## src/rtl/alien_swarm_pkg.sv

```systemverilog
// Shared types and widths for the alien swarm controller.
package alien_swarm_pkg;

   // Controller states.
   typedef enum logic [1:0] {
      MARCH   = 2'd0,
      DROP    = 2'd1,
      LANDED  = 2'd2,
      CLEARED = 2'd3
   } swarm_state_t;

   // Horizontal march direction.
   typedef enum logic {
      DIR_RIGHT = 1'b0,
      DIR_LEFT  = 1'b1
   } dir_t;

   localparam int unsigned COORD_W = 11;  // screen coordinate width
   localparam int unsigned REL_W   = 12;  // coordinate difference width (MSB = borrow)
   localparam int unsigned CNT_W   = 8;   // alive counter / frame counter width
   localparam int unsigned IDX_W   = 4;   // row / column index width

   // Shift that turns a pixel offset into a cell index for a power-of-two pitch.
   function automatic int pitch_shift(input int pitch);
      return $clog2(pitch);
   endfunction

   localparam int DEF_SHIFT_X = pitch_shift(64);
   localparam int DEF_SHIFT_Y = pitch_shift(64);

endpackage

```

## src/rtl/alien_swarm_if.sv

```systemverilog
// Pixel/bitmap/game-state bus around the alien swarm controller.
interface alien_swarm_if;
   import alien_swarm_pkg::*;

   logic               startOfFrame;
   logic               restart;
   logic [COORD_W-1:0] pixelX;
   logic [COORD_W-1:0] pixelY;
   logic               alienHit;
   logic [COORD_W-1:0] offsetX;
   logic [COORD_W-1:0] offsetY;
   logic               InsideRectangle;
   logic [COORD_W-1:0] swarmX;
   logic [COORD_W-1:0] swarmY;
   logic [CNT_W-1:0]   aliveCount;
   logic               allDead;
   logic               landed;

   modport master (
      output startOfFrame, restart, pixelX, pixelY, alienHit,
      input  offsetX, offsetY, InsideRectangle, swarmX, swarmY, aliveCount, allDead, landed
   );

   modport slave (
      input  startOfFrame, restart, pixelX, pixelY, alienHit,
      output offsetX, offsetY, InsideRectangle, swarmX, swarmY, aliveCount, allDead, landed
   );
endinterface

```

## src/rtl/alien_grid_decode.sv

```systemverilog
// Registered pixel-to-cell decode plus a one-cycle hit pipe that lines the
// decoded cell up with the bitmap's (one register later) drawingRequest.
module alien_grid_decode
   import alien_swarm_pkg::*;
#(
   parameter int COLS    = 8,
   parameter int ROWS    = 4,
   parameter int PITCH_X = 64,
   parameter int PITCH_Y = 64,
   parameter int ALIEN_W = 52,
   parameter int ALIEN_H = 40
) (
   input  logic                 clk,
   input  logic                 clear,
   input  logic                 blank,
   input  logic [COORD_W-1:0]   pixel_x,
   input  logic [COORD_W-1:0]   pixel_y,
   input  logic [COORD_W-1:0]   swarm_x,
   input  logic [COORD_W-1:0]   swarm_y,
   input  logic [ROWS*COLS-1:0] alive,
   output logic [COORD_W-1:0]   offset_x,
   output logic [COORD_W-1:0]   offset_y,
   output logic                 inside_rect,
   output logic [IDX_W-1:0]     row_d,
   output logic [IDX_W-1:0]     col_d,
   output logic                 valid_d
);

   localparam int SHIFT_X = pitch_shift(PITCH_X);
   localparam int SHIFT_Y = pitch_shift(PITCH_Y);

   logic [REL_W-1:0]     rel_x_s;
   logic [REL_W-1:0]     rel_y_s;
   logic [COORD_W-1:0]   col_full_s;
   logic [COORD_W-1:0]   row_full_s;
   logic [COORD_W-1:0]   off_x_s;
   logic [COORD_W-1:0]   off_y_s;
   logic [IDX_W-1:0]     col_s;
   logic [IDX_W-1:0]     row_s;
   logic [ROWS*COLS-1:0] cell_sel_s;
   logic                 inside_s;
   logic [IDX_W-1:0]     row_r;
   logic [IDX_W-1:0]     col_r;

   // A borrow out of the 12-bit subtraction lands in the MSB.
   assign rel_x_s    = {1'b0, pixel_x} - {1'b0, swarm_x};
   assign rel_y_s    = {1'b0, pixel_y} - {1'b0, swarm_y};
   assign col_full_s = rel_x_s[COORD_W-1:0] >> SHIFT_X;
   assign row_full_s = rel_y_s[COORD_W-1:0] >> SHIFT_Y;
   assign off_x_s    = rel_x_s[COORD_W-1:0] & COORD_W'(PITCH_X - 1);
   assign off_y_s    = rel_y_s[COORD_W-1:0] & COORD_W'(PITCH_Y - 1);
   assign col_s      = col_full_s[IDX_W-1:0];
   assign row_s      = row_full_s[IDX_W-1:0];

   // Select the addressed cell and decide whether the pixel is on a live alien.
   always_comb begin
      cell_sel_s = '0;
      for (int r = 0; r < ROWS; r++) begin
         for (int c = 0; c < COLS; c++) begin
            cell_sel_s[r*COLS + c] = (row_s == IDX_W'(r)) && (col_s == IDX_W'(c));
         end
      end
      inside_s = !rel_x_s[REL_W-1] && !rel_y_s[REL_W-1] &&
                 (col_full_s < COORD_W'(COLS)) && (row_full_s < COORD_W'(ROWS)) &&
                 (off_x_s < COORD_W'(ALIEN_W)) && (off_y_s < COORD_W'(ALIEN_H)) &&
                 (|(cell_sel_s & alive)) && !blank;
   end

   // Register the decode, then delay cell and valid one more cycle for hits.
   always_ff @(posedge clk) begin
      if (clear) begin
         offset_x    <= '0;
         offset_y    <= '0;
         inside_rect <= 1'b0;
         row_r       <= '0;
         col_r       <= '0;
         row_d       <= '0;
         col_d       <= '0;
         valid_d     <= 1'b0;
      end else begin
         offset_x    <= off_x_s;
         offset_y    <= off_y_s;
         inside_rect <= inside_s;
         row_r       <= row_s;
         col_r       <= col_s;
         row_d       <= row_r;
         col_d       <= col_r;
         valid_d     <= inside_rect;
      end
   end

endmodule

```

## src/rtl/alien_swarm_ctrl.sv

```systemverilog
// Alien formation controller: pixel decode, alive mask, frame-paced march,
// edge drop/reverse, landing and cleared detection.
module alien_swarm_ctrl
   import alien_swarm_pkg::*;
#(
   parameter int COLS        = 8,
   parameter int ROWS        = 4,
   parameter int PITCH_X     = 64,
   parameter int PITCH_Y     = 64,
   parameter int ALIEN_W     = 52,
   parameter int ALIEN_H     = 40,
   parameter int START_X     = 32,
   parameter int START_Y     = 48,
   parameter int LEFT_BOUND  = 0,
   parameter int RIGHT_BOUND = 639,
   parameter int BOTTOM_LINE = 440,
   parameter int STEP_X      = 4,
   parameter int DROP_Y      = 16,
   parameter int STEP_FRAMES = 30
) (
   input  logic         clk,
   input  logic         reset,
   alien_swarm_if.slave bus
);

   localparam int NUM_ALIENS = ROWS * COLS;
   localparam int SHIFT_X    = pitch_shift(PITCH_X);
   localparam int SHIFT_Y    = pitch_shift(PITCH_Y);

   localparam logic [CNT_W-1:0] FULL_COUNT  = CNT_W'(NUM_ALIENS);
   localparam logic [CNT_W-1:0] QUARTER     = CNT_W'(NUM_ALIENS / 4);
   localparam logic [CNT_W-1:0] PERIOD_FULL = CNT_W'(STEP_FRAMES);
   localparam logic [CNT_W-1:0] PERIOD_HALF = CNT_W'(STEP_FRAMES / 2);

   logic                  clear_s;
   logic [NUM_ALIENS-1:0] alive_r;
   logic [CNT_W-1:0]      alive_cnt_r;
   logic [COORD_W-1:0]    swarm_x_r;
   logic [COORD_W-1:0]    swarm_y_r;
   dir_t                  dir_r;
   swarm_state_t          state_r;
   logic [CNT_W-1:0]      frame_cnt_r;
   logic                  landed_r;
   logic                  all_dead_r;

   logic [COORD_W-1:0]    off_x_s;
   logic [COORD_W-1:0]    off_y_s;
   logic                  inside_s;
   logic [IDX_W-1:0]      row_d_s;
   logic [IDX_W-1:0]      col_d_s;
   logic                  valid_d_s;

   logic [NUM_ALIENS-1:0] hit_sel_s;
   logic                  hit_ok_s;
   logic [COLS-1:0]       col_alive_s;
   logic [ROWS-1:0]       row_alive_s;
   logic [COORD_W-1:0]    min_col_s;
   logic [COORD_W-1:0]    max_col_s;
   logic [COORD_W-1:0]    max_row_s;
   logic [REL_W-1:0]      left_px_s;
   logic [REL_W-1:0]      right_px_s;
   logic [REL_W-1:0]      bottom_px_s;
   logic                  fits_left_s;
   logic                  fits_right_s;
   logic                  lands_s;
   logic [CNT_W-1:0]      period_s;
   logic                  step_s;

   swarm_state_t          state_s;
   logic [COORD_W-1:0]    x_s;
   logic [COORD_W-1:0]    y_s;
   dir_t                  dir_s;

   // Restart behaves exactly like reset.
   assign clear_s = reset | bus.restart;

   alien_grid_decode #(
      .COLS    (COLS),
      .ROWS    (ROWS),
      .PITCH_X (PITCH_X),
      .PITCH_Y (PITCH_Y),
      .ALIEN_W (ALIEN_W),
      .ALIEN_H (ALIEN_H)
   ) u_decode (
      .clk         (clk),
      .clear       (clear_s),
      .blank       (state_r == CLEARED),
      .pixel_x     (bus.pixelX),
      .pixel_y     (bus.pixelY),
      .swarm_x     (swarm_x_r),
      .swarm_y     (swarm_y_r),
      .alive       (alive_r),
      .offset_x    (off_x_s),
      .offset_y    (off_y_s),
      .inside_rect (inside_s),
      .row_d       (row_d_s),
      .col_d       (col_d_s),
      .valid_d     (valid_d_s)
   );

   assign bus.offsetX         = off_x_s;
   assign bus.offsetY         = off_y_s;
   assign bus.InsideRectangle = inside_s;
   assign bus.swarmX          = swarm_x_r;
   assign bus.swarmY          = swarm_y_r;
   assign bus.aliveCount      = alive_cnt_r;
   assign bus.allDead         = all_dead_r;
   assign bus.landed          = landed_r;

   // One-hot of the delayed hit cell; a hit counts only on a live alien.
   always_comb begin
      hit_sel_s = '0;
      for (int r = 0; r < ROWS; r++) begin
         for (int c = 0; c < COLS; c++) begin
            hit_sel_s[r*COLS + c] = (row_d_s == IDX_W'(r)) && (col_d_s == IDX_W'(c));
         end
      end
      hit_ok_s = bus.alienHit && valid_d_s && (|(hit_sel_s & alive_r));
   end

   // Alive mask and live-alien count.
   always_ff @(posedge clk) begin
      if (clear_s) begin
         alive_r     <= '1;
         alive_cnt_r <= FULL_COUNT;
      end else if (hit_ok_s) begin
         alive_r     <= alive_r & ~hit_sel_s;
         alive_cnt_r <= alive_cnt_r - CNT_W'(1);
      end else begin
         alive_r     <= alive_r;
         alive_cnt_r <= alive_cnt_r;
      end
   end

   // Live extents of the formation, taken from the current (pre-hit) mask.
   always_comb begin
      col_alive_s = '0;
      row_alive_s = '0;
      for (int r = 0; r < ROWS; r++) begin
         for (int c = 0; c < COLS; c++) begin
            col_alive_s[c] = col_alive_s[c] | alive_r[r*COLS + c];
            row_alive_s[r] = row_alive_s[r] | alive_r[r*COLS + c];
         end
      end
      min_col_s = '0;
      max_col_s = '0;
      max_row_s = '0;
      for (int c = COLS - 1; c >= 0; c--) begin
         min_col_s = col_alive_s[c] ? COORD_W'(c) : min_col_s;
      end
      for (int c = 0; c < COLS; c++) begin
         max_col_s = col_alive_s[c] ? COORD_W'(c) : max_col_s;
      end
      for (int r = 0; r < ROWS; r++) begin
         max_row_s = row_alive_s[r] ? COORD_W'(r) : max_row_s;
      end
      left_px_s    = REL_W'(swarm_x_r) + (REL_W'(min_col_s) << SHIFT_X);
      right_px_s   = REL_W'(swarm_x_r) + (REL_W'(max_col_s) << SHIFT_X) + REL_W'(ALIEN_W - 1);
      bottom_px_s  = REL_W'(swarm_y_r) + (REL_W'(max_row_s) << SHIFT_Y) + REL_W'(ALIEN_H - 1);
      // Left check compares against LEFT_BOUND + STEP_X so nothing underflows.
      fits_left_s  = !(left_px_s < REL_W'(LEFT_BOUND + STEP_X));
      fits_right_s = (right_px_s + REL_W'(STEP_X)) <= REL_W'(RIGHT_BOUND);
      lands_s      = (bottom_px_s + REL_W'(DROP_Y)) >= REL_W'(BOTTOM_LINE);
   end

   // Step period speeds up as the swarm thins out; step fires on startOfFrame.
   always_comb begin
      if (alive_cnt_r > QUARTER) begin
         period_s = PERIOD_FULL;
      end else if (alive_cnt_r > CNT_W'(1)) begin
         period_s = PERIOD_HALF;
      end else begin
         period_s = CNT_W'(1);
      end
      step_s = bus.startOfFrame && (frame_cnt_r >= (period_s - CNT_W'(1)));
   end

   // Frame counter: counts startOfFrame pulses, clears when a step fires.
   always_ff @(posedge clk) begin
      if (clear_s) begin
         frame_cnt_r <= '0;
      end else if (step_s) begin
         frame_cnt_r <= '0;
      end else if (bus.startOfFrame) begin
         frame_cnt_r <= frame_cnt_r + CNT_W'(1);
      end else begin
         frame_cnt_r <= frame_cnt_r;
      end
   end

   // Next state and next position; position only moves on startOfFrame.
   always_comb begin
      state_s = state_r;
      x_s     = swarm_x_r;
      y_s     = swarm_y_r;
      dir_s   = dir_r;
      case (state_r)
         MARCH: begin
            if (step_s) begin
               if (dir_r == DIR_RIGHT) begin
                  if (fits_right_s) begin
                     x_s = swarm_x_r + COORD_W'(STEP_X);
                  end else begin
                     state_s = DROP;
                  end
               end else begin
                  if (fits_left_s) begin
                     x_s = swarm_x_r - COORD_W'(STEP_X);
                  end else begin
                     state_s = DROP;
                  end
               end
            end else begin
               state_s = MARCH;
            end
         end
         DROP: begin
            if (bus.startOfFrame) begin
               y_s     = swarm_y_r + COORD_W'(DROP_Y);
               dir_s   = (dir_r == DIR_RIGHT) ? DIR_LEFT : DIR_RIGHT;
               state_s = lands_s ? LANDED : MARCH;
            end else begin
               state_s = DROP;
            end
         end
         LANDED:  state_s = LANDED;
         CLEARED: state_s = CLEARED;
         default: state_s = MARCH;
      endcase
      // An empty swarm overrides everything, including a landing.
      if (alive_cnt_r == CNT_W'(0)) begin
         state_s = CLEARED;
         x_s     = swarm_x_r;
         y_s     = swarm_y_r;
         dir_s   = dir_r;
      end else begin
         state_s = state_s;
      end
   end

   // State, position and status flag registers.
   always_ff @(posedge clk) begin
      if (clear_s) begin
         state_r    <= MARCH;
         swarm_x_r  <= COORD_W'(START_X);
         swarm_y_r  <= COORD_W'(START_Y);
         dir_r      <= DIR_RIGHT;
         landed_r   <= 1'b0;
         all_dead_r <= 1'b0;
      end else begin
         state_r    <= state_s;
         swarm_x_r  <= x_s;
         swarm_y_r  <= y_s;
         dir_r      <= dir_s;
         landed_r   <= (state_s == LANDED);
         all_dead_r <= (state_s == CLEARED);
      end
   end

endmodule

```

## src/flat_wrapper.sv

```systemverilog
// flat-port wrapper written by rule: the top's interface ports become plain ports
module alien_swarm_ctrl_flat import alien_swarm_pkg::*;
#(
   parameter int COLS        = 8,
   parameter int ROWS        = 4,
   parameter int PITCH_X     = 64,
   parameter int PITCH_Y     = 64,
   parameter int ALIEN_W     = 52,
   parameter int ALIEN_H     = 40,
   parameter int START_X     = 32,
   parameter int START_Y     = 48,
   parameter int LEFT_BOUND  = 0,
   parameter int RIGHT_BOUND = 639,
   parameter int BOTTOM_LINE = 440,
   parameter int STEP_X      = 4,
   parameter int DROP_Y      = 16,
   parameter int STEP_FRAMES = 30
)
  (clk, reset, bus_startOfFrame, bus_restart, bus_pixelX, bus_pixelY, bus_alienHit, bus_offsetX, bus_offsetY, bus_InsideRectangle, bus_swarmX, bus_swarmY, bus_aliveCount, bus_allDead, bus_landed);
  alien_swarm_if bus_i ();
  input  logic clk;
  input  logic reset;
  input wire logic [$bits(bus_i.startOfFrame)-1:0] bus_startOfFrame;
  input wire logic [$bits(bus_i.restart)-1:0] bus_restart;
  input wire logic [$bits(bus_i.pixelX)-1:0] bus_pixelX;
  input wire logic [$bits(bus_i.pixelY)-1:0] bus_pixelY;
  input wire logic [$bits(bus_i.alienHit)-1:0] bus_alienHit;
  output wire logic [$bits(bus_i.offsetX)-1:0] bus_offsetX;
  output wire logic [$bits(bus_i.offsetY)-1:0] bus_offsetY;
  output wire logic [$bits(bus_i.InsideRectangle)-1:0] bus_InsideRectangle;
  output wire logic [$bits(bus_i.swarmX)-1:0] bus_swarmX;
  output wire logic [$bits(bus_i.swarmY)-1:0] bus_swarmY;
  output wire logic [$bits(bus_i.aliveCount)-1:0] bus_aliveCount;
  output wire logic [$bits(bus_i.allDead)-1:0] bus_allDead;
  output wire logic [$bits(bus_i.landed)-1:0] bus_landed;
  assign bus_i.startOfFrame = bus_startOfFrame;
  assign bus_i.restart = bus_restart;
  assign bus_i.pixelX = bus_pixelX;
  assign bus_i.pixelY = bus_pixelY;
  assign bus_i.alienHit = bus_alienHit;
  assign bus_offsetX = bus_i.offsetX;
  assign bus_offsetY = bus_i.offsetY;
  assign bus_InsideRectangle = bus_i.InsideRectangle;
  assign bus_swarmX = bus_i.swarmX;
  assign bus_swarmY = bus_i.swarmY;
  assign bus_aliveCount = bus_i.aliveCount;
  assign bus_allDead = bus_i.allDead;
  assign bus_landed = bus_i.landed;
  alien_swarm_ctrl #(.COLS(COLS), .ROWS(ROWS), .PITCH_X(PITCH_X), .PITCH_Y(PITCH_Y), .ALIEN_W(ALIEN_W), .ALIEN_H(ALIEN_H), .START_X(START_X), .START_Y(START_Y), .LEFT_BOUND(LEFT_BOUND), .RIGHT_BOUND(RIGHT_BOUND), .BOTTOM_LINE(BOTTOM_LINE), .STEP_X(STEP_X), .DROP_Y(DROP_Y), .STEP_FRAMES(STEP_FRAMES)) u_core (.clk(clk), .reset(reset), .bus(bus_i));
endmodule
```

## config.mk

```make
export PLATFORM = sky130hd
export DESIGN_NAME = alien_swarm_ctrl_flat
export DESIGN_NICKNAME = d
export VERILOG_FILES = /design/src/rtl/alien_swarm_pkg.sv /design/src/rtl/alien_swarm_if.sv /design/src/rtl/alien_grid_decode.sv /design/src/rtl/alien_swarm_ctrl.sv /design/src/flat_wrapper.sv
export SDC_FILE = /design/constraint.sdc
export NUM_CORES = 1
export LEC_CHECK = 0
export CAP_MARGIN = 20
export CORE_AREA = 10 10 124 115
export CTS_BUF_LIST = sky130_fd_sc_hd__clkbuf_2 sky130_fd_sc_hd__clkbuf_4 sky130_fd_sc_hd__clkbuf_8
export CTS_CLUSTER_SIZE = 20
export DETAILED_ROUTE_END_ITERATION = 16
export DIE_AREA = 0 0 134 125
export PLACE_DENSITY = 0.78
export SLEW_MARGIN = 20
export SYNTH_ARGS = -nofsm -noshare
export SYNTH_HDL_FRONTEND = slang
export SYNTH_SLANG_ARGS = --single-unit
```

## constraint.sdc

```tcl
create_clock -name clk -period 3.5 [get_ports clk]
set_clock_uncertainty 0.2 [all_clocks]
set_input_delay 0.7 -clock clk [delete_from_list [all_inputs] [get_ports clk]]
set_output_delay 0.7 -clock clk [all_outputs]
set_load 0.005 [all_outputs]
```

### After elaboration in Yosys (flattened, before gate mapping)

Cells that the tools add are included.

| word-level totals | value |
|---|---|
| input bits | 27 |
| register bits | 115 |
| output and inout bits | 55 |
| word-level logic and storage cells | 242 |

| cells by class | value |
|---|---|
| equality and inequality tests | 26 |
| bitwise logic cells | 51 |
| reduce and logical (&&, ||, !) cells | 89 |
| $lt $le $gt $ge | 10 |
| $add $sub $neg | 15 |
| mux-type cells | 32 |

Operators by type and width:

| kind | count |
|---|---|
| AND 32 bit | 3 |
| 2-to-1 mux 6 bit | 15 |
| logical AND 1 bit | 74 |
| OR reduction 32 bit | 2 |
| OR 1 bit | 46 |
| adder 11 x 12 -> 12 bit | 3 |
| 2-to-1 mux 11 bit | 3 |
| == test 4 x 2 -> 1 bit (second input constant) | 8 |
| == test 4 x 3 -> 1 bit (second input constant) | 8 |
| inverter 32 bit | 1 |
| adder 12 x 6 -> 12 bit (second input constant) | 2 |
| subtractor 11 x 11 -> 12 bit | 2 |
| == test 4 x 1 -> 1 bit (second input constant) | 4 |
| logical NOT 4 bit | 4 |
| subtractor 8 x 1 -> 8 bit (second input constant) | 2 |
| 2-to-1 mux 2 bit | 7 |
| adder 12 x 3 -> 12 bit (second input constant) | 1 |
| adder 12 x 5 -> 12 bit (second input constant) | 1 |
| >= comparator 12 x 9 -> 1 bit (second input constant) | 1 |
| <= comparator 12 x 10 -> 1 bit (second input constant) | 1 |
| less-than comparator 12 x 3 -> 1 bit (second input constant) | 1 |
| less-than comparator 6 bit (second input constant) | 2 |
| adder 11 x 3 -> 11 bit (second input constant) | 1 |
| adder 11 x 5 -> 11 bit (second input constant) | 1 |
| 23 further kinds | 30 |

### Depth between registers and ports, before layout

| logic depth | value |
|---|---|
| depth in word-level cells | 20 |
| mapped depth | 15 |
| gate-level depth less buffers | 15 |

### Modules after synthesis

From an unflattened synthesis, not the netlist that was laid out.

| unflattened totals | value |
|---|---|
| cell total of the unflattened synthesis | 778 |
| area, all modules | 6583.8 um2 |

By module, submodules not included:

| module | cells each | area each (um2) | times used | sequential area each (um2) |
|---|---|---|---|---|
| alien_swarm_ctrl | 528 | 4359.2 | 1 | 1381.3 |
| alien_grid_decode | 250 | 2224.6 | 1 | 600.6 |

### Worst setup path before layout

No wires, ideal clock.

| path | value |
|---|---|
| kind | input to register |
| start | in bus_pixelX[2] |
| end | reg u_core.u_decode.inside_rect |
| data arrival time | 3342 ps |
| required time | 3172 ps |
| buffers on the path | 0 |
| setup time | 128 ps |
| slack | -170 ps |
| stages | 11 |
| cell sequence | inv_1 > ha_1 > fa_1 > nand2b_2 > a21o_1 > a211oi_2 > mux2_4 > a221o_1 > a22o_1 > o311ai_1 > a21oi_1 |

| on the way | value |
|---|---|
| word-level cells in the longest chain between the ends | 9 |
| elaborated cells between the ends (all ways) | 53 |
| classes of those cells | add/sub: 1; order compare: 2; eq/ne: 7; bitwise: 1; reduce/logical: 42 |

Ends and longest elaborated chain:

| element | line | text |
|---|---|---|
| from (decl) | flat_wrapper.sv:25 | `input wire logic [$bits(bus_i.pixelX)-1:0] bus_pixelX;` |
| subtractor 11 x 11 -> 12 bit (*) | alien_grid_decode.sv:46 | `assign rel_x_s = {1'b0, pixel_x} - {1'b0, swarm_x};` |
| branches (longest 6 deep; another with AND 32 bit) | -- |  |
| logical AND 1 bit (*) | alien_grid_decode.sv:65 | `(off_x_s < COORD_W'(ALIEN_W)) && (off_y_s < COORD_W'(ALIEN_H)) &&` |
| logical AND 1 bit (*) | alien_grid_decode.sv:66 | `(\|(cell_sel_s & alive)) && !blank;` |
| to (signal assigned) | alien_grid_decode.sv:83 | `inside_rect <= inside_s;` |
| to (decl) | alien_grid_decode.sv:23 | `output logic inside_rect,` |

Mark *: on every way between the ends.
A chain may end at the register's enable or synchronous reset.

### Worst setup path in the final report

| path | value |
|---|---|
| start | reg u_core.alive_r[4] |
| end | reg u_core.swarm_x_r[3], in the netlist u_core.bus.swarmX[3] |

| on the way | value |
|---|---|
| word-level cells in the longest chain between the ends | 13 |
| elaborated cells between the ends (all ways) | 21 |
| classes of those cells | add/sub: 4; order compare: 2; eq/ne: 1; mux: 9; bitwise: 3; reduce/logical: 2 |

Ends and longest elaborated chain:

| element | line | text |
|---|---|---|
| from (decl) | alien_swarm_ctrl.sv:36 | `logic [NUM_ALIENS-1:0] alive_r;` |
| from (signal assigned) | alien_swarm_ctrl.sv:127 | `alive_r <= alive_r & ~hit_sel_s;` |
| from (signal assigned) | alien_swarm_ctrl.sv:130 | `alive_r <= alive_r;` |
| OR 1 bit (*) (3 in series) | alien_swarm_ctrl.sv:141 | `col_alive_s[c] = col_alive_s[c] \| alive_r[r*COLS + c];` |
| 2-to-1 mux 6 bit (4 in series) | alien_swarm_ctrl.sv:152 | `max_col_s = col_alive_s[c] ? COORD_W'(c) : max_col_s;` |
| adder 11 x 12 -> 12 bit | alien_swarm_ctrl.sv:158 | `right_px_s = REL_W'(swarm_x_r) + (REL_W'(max_col_s) << SHIFT_X) + REL_W'(ALIEN_W - 1);` |
| adder 12 x 6 -> 12 bit | alien_swarm_ctrl.sv:158 |  |
| adder 12 x 3 -> 12 bit | alien_swarm_ctrl.sv:162 | `fits_right_s = (right_px_s + REL_W'(STEP_X)) <= REL_W'(RIGHT_BOUND);` |
| <= comparator 12 x 10 -> 1 bit | alien_swarm_ctrl.sv:162 |  |
| nonzero test 2 bit (no source line) | -- |  |
| AND reduction 5 bit (no source line) (*) | -- |  |
| to (signal assigned) | alien_swarm_ctrl.sv:245 | `swarm_x_r <= COORD_W'(START_X);` |
| to (signal assigned) | alien_swarm_ctrl.sv:252 | `swarm_x_r <= x_s;` |
| to (decl) | alien_swarm_ctrl.sv:38 | `logic [COORD_W-1:0] swarm_x_r;` |

Every way passes the cells marked *; elsewhere a longest branch is shown, timed or not.

==> results.txt <==
* Post-synthesis cell area: slightly below 0.006 mm²
* Max Clock Freq: roughly 0.27 GHz
- Setup repair after global routing missed its margin: yes
- Fraction of layout cells with a size suffix above 1: 0.186
- Clock-pin slew was measured on the worst setup and hold paths at 0.10 ns.
- Max Cap Viol: 0
- Max H-tree Level: 3
* Root buffer cell: clkbuf_8
- Post-Layout Inst Area: ~0.0077 mm²
* Number of buffers added on ports: 65
- Share of the synthesized area in compound gates (AO/OA/AOI/OAI): 0.195
* Post-detailed-route via-to-cell ratio: about 5.8
- Prevailing post-synth register cell: dfxtp_1
- Buffers inserted to repair hold after CTS numbered 0.
- In this run the tightest slew margin relative to its limit is 0.639.
* Leading cell type in the layout, fill and taps excluded: dfxtp_1
* Fraction of synthesized area in multiplexers: 0.0131
- The checks that failed: negative setup slack.
* #FFs+latches synth: 99
- Die footprint: 0.0168 mm²
* Remaining antenna violation count after routing: 0
* Pwr dens: slightly below 300 mW/mm²
- The initial antenna violation count was 1.
- By area, the combinational part of the netlist is dominated by simple AND/OR/NAND/NOR gates.
- In the routed design, unresolved DRC markers number 0.
* Routed wl met3: between 1500 and 2000 µm
- Synthesis produced about 700 cells.
* Final Critical Period: between 3 and 4 ns
- Clock latency of the later-clocked register in the worst-skew pair: just under 0.4 ns
- The first detailed-routing pass ran for 5 iterations.
* Arithmetic-cell share of the synthesized area counting full adders, half adders and majority gates: 0.105
- The repair_antennas step left the layout with diodes totalling 0.
- The congestion estimate from routability-driven global placement came to about 0.96.
- Drt wl/cell: roughly 18 µm
- Nets@finish: a little over 900
- In this run the worst hold path is classified as reg2reg.
- The floorplan step defined a core boundary enclosing roughly 0.012 mm².
* Async set-or-reset flop fraction in the synthesized netlist: 0
- Entering global routing, the biggest net connects 36 pins.
- Measured on the finished design, the core utilization comes to 0.655.
* TritonCTS clock tree: done
- The number of slew-limit violations in the final report came to 0.
- Number of primary I/O pins: between 80 and 90
- The worst setup path is launched from a flip-flop.
- Wire length on met2: 8450 µm
- For this run, the register share of the synthesized area comes to 0.336.
- In this run the worst path has a maximum fanout of 4.
* VDD IR-drop max: between 0.2 and 0.3 mV
- Leading post-synthesis cells by cell area: dfxtp_1 (34%), ha_1 (9.1%), nand2_1 (5.0%)
- Parity-gate share of the synthesized area counting xor and xnor cells: 0.0579
* Number of synthesis warnings: 0
* Finish-stage setup viols: 12
* Slew @ Worst Pin: around 0.54 ns
- Data arrival time of the critical path: roughly 3.8 ns
* Iter 0 DRT Violations: between 400 and 500
- The worst register-to-register path has a depth of 14.
- The number of different library cells used by synthesis comes to between 60 and 70.
- Total power for the finished layout comes to ~0.0023 W.
- Detailed placement ended at an HPWL of 14000 µm.
- The placed instances occupy a cell area of 0.00727 mm².
- Vertical die dimension: roughly 130 µm
- In the finished design, the share of the clock period the worst path needs comes to 1.06.
- Counting flops with a built-in enable in the synthesized netlist gives 0.
- Cell depth of the worst hold path: 1
- Starting utilization of the core area: 0.502
- The routed layout has between 5000 and 6000 vias.
- The routed design has roughly 18000 µm of wire.
* Result of the run: complete, but fails checks
- Total track usage: 0.211
- Setup CP Type: reg2reg
- The worst setup path is captured at a flip-flop.
- The detailed router used layers up to and including met5.
- Routed length on met1: between 7000 and 8000 µm
* Area fraction in and, or, nand and nor cells after synthesis: 0.232
* Number of rows created at floorplan: 38
- Summed over all cells, the static leakage comes to between 3 and 4 nW.
- Compared with the post-synthesis result, the final layout area differs by 30.4%.
- After layout, the worst setup slack is -0.212 ns.
* Wire length of the first global-routing pass: ~30000 µm
- Avg Inst Size Synth: between 8 and 9 µm²
- The library cells used most frequently in the layout, excluding fill and tap cells, are dfxtp_1 (97), buf_4 (87), nand2_1 (77), clkdlybuf4s50_1 (64), nor2_1 (56).
- The final hold violation count was 0.
- The clock drives a little under 100 sinks.
- Of all cell types, the one taking the most synthesized area is dfxtp_1.
- In this run the deepest clock path goes through 2 buffers.
- Die outline width: 134 µm
* Number of buffers inserted during clock tree synthesis: 9
- Total gr overflow: 0
* Count of fill cells added during filler insertion: about 1000
- Required time of the critical path: 3.59 ns
* Post-synth top area share: 0.336
* Via count of the first global-routing pass: about 6000
[routing by layer]
layer	vias to the layer above	GRT usage
met5	-	0
met4	2	0.0723
met3	44	0.0681
met2	241	0.336
met1	2777	0.264
li1	2780	-
[cells by family (layout without fill, tap and decap cells)]
family,Yosys count,count (layout)
compound gates,171,171
xor+xnor,39,39
flops,99,99
buf+inv,74,206
simple gates,270,270
other cells,2,17
mux,7,7
fa+ha+maj,47,47
[power by group]
part | switching [W] | internal (W) | leakage [nW]
Sequential | 0.00000922 | 0.00114 | 0.801
Clock | 0.000428 | 0.000384 | 0.111
Combinational | 0.000157 | 0.000148 | 2.13
Total | 0.000595 | 0.00167 | 3.04
[flip-flops by register name, indices dropped and copies added (netlist names), 4 cells and up]
signal,count
u_core.u_decode.offset_y,6
u_core.u_decode.row_d,4
u_core.u_decode.row_r,4
u_core.frame_cnt_r,8
u_core.bus.swarmX,9
u_core.u_decode.col_r,4
u_core.u_decode.offset_x,6
u_core.bus.aliveCount,8
u_core.u_decode.col_d,4
u_core.alive_r,32
u_core.bus.swarmY,7
[final timing paths]
check             slack, ns                           startpoint                                  end
setup / recovery      -0.21       u_core.alive_r[4]$_SDFFE_PP1P_    u_core.bus.swarmX[3]$_SDFFE_PP0P_
hold / removal         0.24  u_core.u_decode.row_r[3]$_SDFF_PP0_  u_core.u_decode.row_d[3]$_SDFF_PP0_
setup reg to reg      -0.21       u_core.alive_r[4]$_SDFFE_PP1P_    u_core.bus.swarmX[3]$_SDFFE_PP0P_
hold reg to reg        0.24  u_core.u_decode.row_r[3]$_SDFF_PP0_  u_core.u_decode.row_d[3]$_SDFF_PP0_
[cells in the mapped netlist, drive strengths merged, types with 3 or more instances]
library cell   n
and2          22
mux2           3
a211oi        12
a21oi         35
or4            7
xnor2         21
nor4          15
nand3         15
xor2          18
a22oi          4
clkbuf        15
nand2b         9
nor4b          5
a222oi         4
o211ai         5
nand2         78
inv           36
o21ai         55
or2            3
a221oi         9
a31oi          4
a22o           5
buf           23
a21o          11
and3           6
nor2b         10
nand4b         4
ha            43
nor2          61
o21a           4
nand3b         4
dfxtp         99
mux2i          4
nand4          8
o31ai          3
nor3          14
fa             4
[through the flow]
stage / hold WS (ns) / setup slack [ns] / instances / setup TNS, ns
after floorplan: 0.206 / 0.0112 / 724 / 0
after global placement: 0.213 / -0.438 / 997 / -2.20
after detailed placement: 0.216 / -0.456 / 997 / -2.67
after CTS: 0.238 / -0.146 / 1015 / -0.976
after global routing: 0.265 / -0.368 / 1016 / -3.65
final: 0.237 / -0.212 / 1016 / -1.47
[critical path, cell delays in order (launching register included)]
cell and delay, ns:
dfxtp_2 0.33, or4_4 0.57, buf_4 0.17, nor2_2 0.12
a21oi_1 0.10, nor2_2 0.16, fa_2 0.49, nor4_4 0.16
o2111ai_2 0.18, and4_1 0.21, a22o_1 0.21, nand4b_1 0.24
buf_4 0.19, nor3_2 0.04, a31o_2 0.22
[repair_timing]
item | CTS | global route
resized for setup | 21 | 19
cloned | 1 | 0
setup endpoints to repair | 13 | 25
pin swaps | 10 | 4
buffers inserted | 1 | 1
[area by class of cell]
class / count / area [µm²] / share of cell area
multi-input combinational: 551 / 3830 / 0.498
sequential: 99 / 1980 / 0.258
clock buffer: 12 / 159 / 0.0207
tap: 160 / 200 / 0.0260
clock inverter: 4 / 56.3 / 0.00732
timing repair buffer: 154 / 1330 / 0.172
inverter: 36 / 135 / 0.0176
(Power assumes the default switching activity.)
